## config.mk

```make
export PLATFORM = sky130hd
export DESIGN_NAME = du
export DESIGN_NICKNAME = d
export VERILOG_FILES = /design/src/rtl/du.sv
export SDC_FILE = /design/constraint.sdc
export NUM_CORES = 1
export LEC_CHECK = 0
export BUFFER_PORTS_ARGS = -buffer_cell sky130_fd_sc_hd__buf_4
export CAP_MARGIN = 20
export CORE_UTILIZATION = 40
export CTS_BUF_LIST = sky130_fd_sc_hd__clkbuf_4 sky130_fd_sc_hd__clkbuf_8
export DETAILED_ROUTE_END_ITERATION = 8
export RECOVER_POWER = 100
export SLEW_MARGIN = 40
export SYNTH_ARGS = -nofsm -noshare
export SYNTH_HDL_FRONTEND = slang
export SYNTH_SLANG_ARGS = --single-unit
```

## constraint.sdc

```tcl
create_clock -name clk -period 3.4 [get_ports clk]
set_input_delay 0.17 -clock clk [delete_from_list [all_inputs] [get_ports clk]]
set_output_delay 0.17 -clock clk [all_outputs]
set_load 0.03 [all_outputs]
```

## src/rtl/du.sv

```systemverilog
// Radix-2 restoring divide unit for RV32M DIV/DIVU/REM/REMU with start/busy/done handshake.
// Optional DU_EARLY_OUT_EN: finish in the fast path when |a| < |b|.
module du #(
    parameter int unsigned XLEN = 32
) (
    input  logic            clk,
    input  logic            rst_n,
    input  logic            start,
    input  logic [XLEN-1:0] a,
    input  logic [XLEN-1:0] b,
    input  logic [1:0]      divctl,
    output logic            busy,
    output logic            done,
    output logic [XLEN-1:0] divres
);

    localparam int unsigned CW = $clog2(XLEN);
    localparam int unsigned RW = XLEN + 1;

    typedef enum logic [2:0] {IDLE, CALC, FIX, DONE, SPEC} state_t;

    state_t          state;
    logic [XLEN-1:0] quo;
    logic [XLEN-1:0] dvsr;
    logic [XLEN-1:0] res;
    logic [RW-1:0]   rem;
    logic [CW-1:0]   cnt;
    logic            neg_q;
    logic            neg_r;
    logic            sel_rem;

    // Operand decode at accept time
    logic            is_signed;
    logic            a_neg;
    logic            b_neg;
    logic [XLEN-1:0] a_mag;
    logic [XLEN-1:0] b_mag;
    logic            div0;
    logic            ovf;
    logic            early;
    logic [XLEN-1:0] spec_res;

    assign is_signed = ~divctl[0];
    assign a_neg     = is_signed & a[XLEN-1];
    assign b_neg     = is_signed & b[XLEN-1];
    assign a_mag     = a_neg ? XLEN'(-a) : a;
    assign b_mag     = b_neg ? XLEN'(-b) : b;
    assign div0      = (b == '0);
    assign ovf       = is_signed && (a == {1'b1, {(XLEN-1){1'b0}}}) && (b == '1);

`ifdef DU_EARLY_OUT_EN
    assign early = !div0 && !ovf && (a_mag < b_mag);
`else
    assign early = 1'b0;
`endif

    // Fast-path result; early-out shares the divide-by-zero remainder (a itself)
    always_comb begin
        spec_res = '0;
        if (div0)
            spec_res = divctl[1] ? a : '1;
        else if (ovf)
            spec_res = divctl[1] ? '0 : {1'b1, {(XLEN-1){1'b0}}};
        else if (early)
            spec_res = divctl[1] ? a : '0;
    end

    // One restoring step: shift in next dividend bit, subtract if it fits
    logic [RW-1:0]   rem_sh;
    logic            fits;
    logic [RW-1:0]   rem_nx;
    logic [XLEN-1:0] quo_nx;

    assign rem_sh = RW'({rem, quo[XLEN-1]});
    assign fits   = (rem_sh >= {1'b0, dvsr});
    assign rem_nx = fits ? RW'(rem_sh - {1'b0, dvsr}) : rem_sh;
    assign quo_nx = {quo[XLEN-2:0], fits};

    logic [XLEN-1:0] q_fix;
    logic [XLEN-1:0] r_fix;

    assign q_fix = neg_q ? XLEN'(-quo) : quo;
    assign r_fix = neg_r ? XLEN'(-rem[XLEN-1:0]) : rem[XLEN-1:0];

    always_ff @(posedge clk or negedge rst_n) begin
        if (!rst_n) begin
            state   <= IDLE;
            quo     <= '0;
            dvsr    <= '0;
            res     <= '0;
            rem     <= '0;
            cnt     <= '0;
            neg_q   <= 1'b0;
            neg_r   <= 1'b0;
            sel_rem <= 1'b0;
            busy    <= 1'b0;
            done    <= 1'b0;
            divres  <= '0;
        end else begin
            done <= 1'b0;
            case (state)
                IDLE: begin
                    // busy stays high through the done cycle, so start there is dropped
                    if (start && !busy) begin
                        busy    <= 1'b1;
                        sel_rem <= divctl[1];
                        neg_q   <= a_neg ^ b_neg;
                        neg_r   <= a_neg;
                        quo     <= a_mag;
                        dvsr    <= b_mag;
                        rem     <= '0;
                        cnt     <= '0;
                        if (div0 || ovf || early) begin
                            res   <= spec_res;
                            state <= SPEC;
                        end else begin
                            state <= CALC;
                        end
                    end else begin
                        busy <= 1'b0;
                    end
                end
                CALC: begin
                    quo <= quo_nx;
                    rem <= rem_nx;
                    cnt <= cnt + CW'(1);
                    if (cnt == CW'(XLEN - 1))
                        state <= FIX;
                end
                FIX: begin
                    res   <= sel_rem ? r_fix : q_fix;
                    state <= DONE;
                end
                SPEC: state <= DONE;
                DONE: begin
                    done   <= 1'b1;
                    divres <= res;
                    state  <= IDLE;
                end
                default: state <= IDLE;
            endcase
        end
    end

endmodule

```

==> run summary <==
• **net count of the finished layout** 1,653
• **number of clock buffers inserted by TritonCTS** 17
• **Pins Over Slew Limit** 96
• **final number of hold-violating endpoints** 0
• **CTS Buffer Depth** 2
• **setup repair after global routing missed its margin** no
• **Synthesized Nets** 1,530
• **crit path capture type** register
• **area of combinational cells with multiple inputs** 7270 um^2
• **leading cell type in the layout, fill and taps excluded** sky130_fd_sc_hd__o21ai_0
• **final critical delay including setup and external delays** 3190 ps
• **Global Route Usage Sum** 0.256
• **Total Negative Setup Slacks** 0 ps
• **relative max-transition margin** -0.200
• **kind of cell adding the most delay to the critical path** simple AND/OR/NAND/NOR gates
• **Syn Area/Cell** 8.52 um^2
• **Yosys warning count** 0
• **launch instance of the worst min-delay path** b[9]
• **floorplan die area** 31,000 um^2
• **met3 GRT Util** 0.0345
• **pwr dens** 1090 nW/um^2
• **overall die height** 176 um
• **Area Growth Syn to Fin** 15.6%
• **top_reg_cell synth** sky130_fd_sc_hd__dfrtp_1
• **clock tree sinks** 173
• **initial standard-cell utilization of the core** 0.407
• **standard-cell row count** 63
• **hold path cells** 3
• **hpwl dp** 28.6 mm
• **setup slack on the worst flop-to-flop path** 210 ps
• **post-route worst hold slack** 16.6 ps
• **result of the run** finished with violations
• **CTS Root Buffer Type** sky130_fd_sc_hd__clkbuf_8
• **initial DRC count** 1,036
• **TritonCTS clock tree** done
• **CP startpoint** quo[12]
• **Final Setup Violations** 0
• **cell leakage power** 5.76 nW
• **sequential share of the synthesized area** 0.358
• **highest attainable clock frequency** 314 MHz
• **class of the most critical hold timing path** input port to register
• **number of routed nets with antenna violations** 0
• **cell chain of the critical path** or3_1, or4_1, or3_1, or3_1, o41ai_2, xor2_1, o22ai_1, a211o_1
• **router iterations before antenna repair** 5
• **routing usage on met2** 0.386
• **failing checks** max-capacitance violations, max-slew violations
• **number of buffer and inverter stages on the critical path** 0
• **total wirelength of the detailed-routed design** 38.5 mm
• **VDD IR-drop max** 0.457 mV
• **die width** 176 um
• **Placeable Area** 29,700 um^2
• **DR vias/cell** 5.81
• **total grt overflow** 0
• **sink of the worst hold path** dvsr[9]
• **worst clock skew on the final layout** 22.6 ps
• **Post-Synthesis Cells** 1,421
• **WL per Instance** 19.8 um
• **diodes inserted** 0
• **post-layout total power** 15.3 mW
• **met1 Resource Use GR** 0.374
• **largest net degree at the start of global routing** 62
• **Crit-path slowest cell** sky130_fd_sc_hd__or4_1
• **number of cell instances on the worst register-to-register path** 8
• **gr busiest metal** met2
• **clock-pin slew on the worst setup and hold paths** 110 ps
• **Max stage delay on crit path** 500 ps
• **number of library cell types mapped by synthesis** 68
• **fraction of registers with async set or reset after synthesis** 1.00
• **clock latency at the later pin of the worst-skew pair** 480 ps
• **Vias** 11,300
• **startpoint-to-endpoint class of the critical path** register to register
• **Max Fanout on Critical Path** 7
• **layout cells sized above 1** 0.138
• **number of ports placed on the die boundary** 103
• **count of buffers inserted at the top-level ports** 102
• **DRC errors left** 0
• **first-pass GRT wire length** 61.5 mm
• **worst-margin pin slew** 1800 ps
• **beginning of the worst register-to-register path** quo[12]
• **Reg2Reg Capture Point** res[29]
• **H-Tree Level Count** 4
• **commonest cells after routing, fill and taps aside** 172 x sky130_fd_sc_hd__o21ai_0, 171 x sky130_fd_sc_hd__dfrtp_1, 146 x sky130_fd_sc_hd__nand2_1
• **Worst Setup Start Kind** register
• **area of all sequential standard cells** 4330 um^2
• **required time of the critical path** 3760 ps
• **Max-Cap Viols** 2
• **Data arrival, critical path** 3550 ps
• **Synth Register Bits** 173
• **post-route clock period utilization** 0.937
• **fill cell count** 2,981
• **most frequent cell on the critical path** sky130_fd_sc_hd__or3_1
• **cell area after synthesis** 12,100 um^2
• **routability congestion estimate from global placement** 0.947
• **number of antenna violations at the first check in global routing** 0
• **EDFF count, synth** 0
• **number of global-route vias before repair** 10,600
==> layout make-up <==
class / instances / area share
multi-input combinational: 1108 / 0.520
inverter: 57 / 0.0153
timing repair buffer: 187 / 0.0929
clock inverter: 14 / 0.0108
tap: 390 / 0.0349
sequential: 173 / 0.310
clock buffer: 17 / 0.0167
==> stage by stage <==
| step | instances | setup slack, ps | instance area (um^2) | utilization |
|---|---|---|---|---|
| 2_1_floorplan | 1421 | 354 | 12100 | - |
| 3_3_place_gp | 1897 | 154 | 13600 | 0.459 |
| 3_5_place_dp | 1897 | 173 | 13600 | 0.459 |
| 4_1_cts | 1946 | 141 | 14200 | 0.478 |
| 5_1_grt | 1946 | 17.2 | 14000 | 0.471 |
| 6_report | 1946 | 213 | 14000 | 0.471 |
==> routing by layer <==
| layer | part of all wire | wire length (um) |
|---|---|---|
| met1 | 0.47 | 18300 |
| met2 | 0.44 | 17000 |
| met3 | 0.057 | 2190 |
| met4 | 0.029 | 1110 |
| met5 | 0 | 0 |
==> sequential cells by signal (all words and copies together) (netlist names) <==
name and cells:
state 3, rem 32, neg_q 1, quo 32
sel_rem 1, done 1, divres 32, dvsr 32
res 32, busy 1, neg_r 1, cnt 5
==> logic make-up (layout without fill, tap and decap cells) <==
family | after synthesis | count (layout) | synth area share
buffers and inverters | 140 | 275 | 0.0442
AOI/OAI and AO/OA | 430 | 430 | 0.222
and+or+nand+nor | 435 | 435 | 0.178
xor gates and xnor gates | 144 | 144 | 0.104
muxes | 59 | 59 | 0.0524
adders and majority gates | 40 | 40 | 0.0420
DFF | 173 | 173 | 0.358
==> worst register-to-register path: cells and delay by family (launching register included) <==
kind                      cells  cell delay (ps)
AOI/OAI and AO/OA             3              630
DFF                           1              430
and+or+nand+nor               4             1840
xor gates and xnor gates      1              170
==> how the worst max path moves through the flow <==
stage               endpoint  cells after the start
floorplan            res[31]                      9
global placement     rem[13]                     11
detailed placement   rem[13]                     11
CTS                  rem[13]                     11
global route         quo[11]                      8
finish               res[29]                      8
==> cells in the mapped netlist, types with 5 or more instances <==
cell | number | share of area
sky130_fd_sc_hd__inv_1 | 57 | 0.018
sky130_fd_sc_hd__nand2_1 | 146 | 0.045
sky130_fd_sc_hd__or4_1 | 22 | 0.014
sky130_fd_sc_hd__and3_1 | 6 | 0.0031
sky130_fd_sc_hd__a32oi_1 | 6 | 0.0043
sky130_fd_sc_hd__dfrtp_1 | 173 | 0.36
sky130_fd_sc_hd__or2_2 | 5 | 0.0026
sky130_fd_sc_hd__nor3_1 | 36 | 0.015
sky130_fd_sc_hd__a31oi_1 | 16 | 0.0083
sky130_fd_sc_hd__nand3_1 | 31 | 0.013
sky130_fd_sc_hd__or3_1 | 24 | 0.012
sky130_fd_sc_hd__a22oi_1 | 30 | 0.019
sky130_fd_sc_hd__buf_1 | 6 | 0.0019
sky130_fd_sc_hd__clkbuf_1 | 74 | 0.023
sky130_fd_sc_hd__o41ai_1 | 16 | 0.012
sky130_fd_sc_hd__nand4_1 | 22 | 0.011
sky130_fd_sc_hd__nor2_1 | 76 | 0.024
sky130_fd_sc_hd__ha_1 | 39 | 0.040
sky130_fd_sc_hd__a221o_1 | 9 | 0.0074
sky130_fd_sc_hd__nor2b_1 | 30 | 0.016
sky130_fd_sc_hd__o21bai_1 | 5 | 0.0031
sky130_fd_sc_hd__xnor2_1 | 72 | 0.052
sky130_fd_sc_hd__o21ai_0 | 172 | 0.071
sky130_fd_sc_hd__mux2i_1 | 24 | 0.020
sky130_fd_sc_hd__nand2b_1 | 16 | 0.0083
sky130_fd_sc_hd__nor4_1 | 7 | 0.0036
sky130_fd_sc_hd__a21oi_1 | 74 | 0.031
sky130_fd_sc_hd__xor2_1 | 72 | 0.052
sky130_fd_sc_hd__o31ai_1 | 24 | 0.015
sky130_fd_sc_hd__a21o_1 | 11 | 0.0068
sky130_fd_sc_hd__o211ai_1 | 9 | 0.0056
sky130_fd_sc_hd__a211oi_1 | 10 | 0.0062
sky130_fd_sc_hd__mux2_2 | 35 | 0.033
sky130_fd_sc_hd__o22ai_1 | 11 | 0.0057
==> report_power, final <==
group	internal [mW]	leakage [nW]	total [mW]	switching (mW)
sequential	3.11	2.06	4.11	1.00
combinational	3.96	3.51	9.73	5.77
clock	0.545	0.185	1.48	0.934
total	7.62	5.76	15.3	7.70
==> repair_timing <==
| action | in CTS | in global routing |
|---|---|---|
| endpoints found under the hold margin | 75 | 0 |
| hold buffers | 18 | 0 |
| setup endpoints to repair | 0 | 8 |
| buffers inserted | 0 | 0 |
| gates resized for setup | 0 | 2 |
Note: power is estimated with default switching activity, not from simulation.
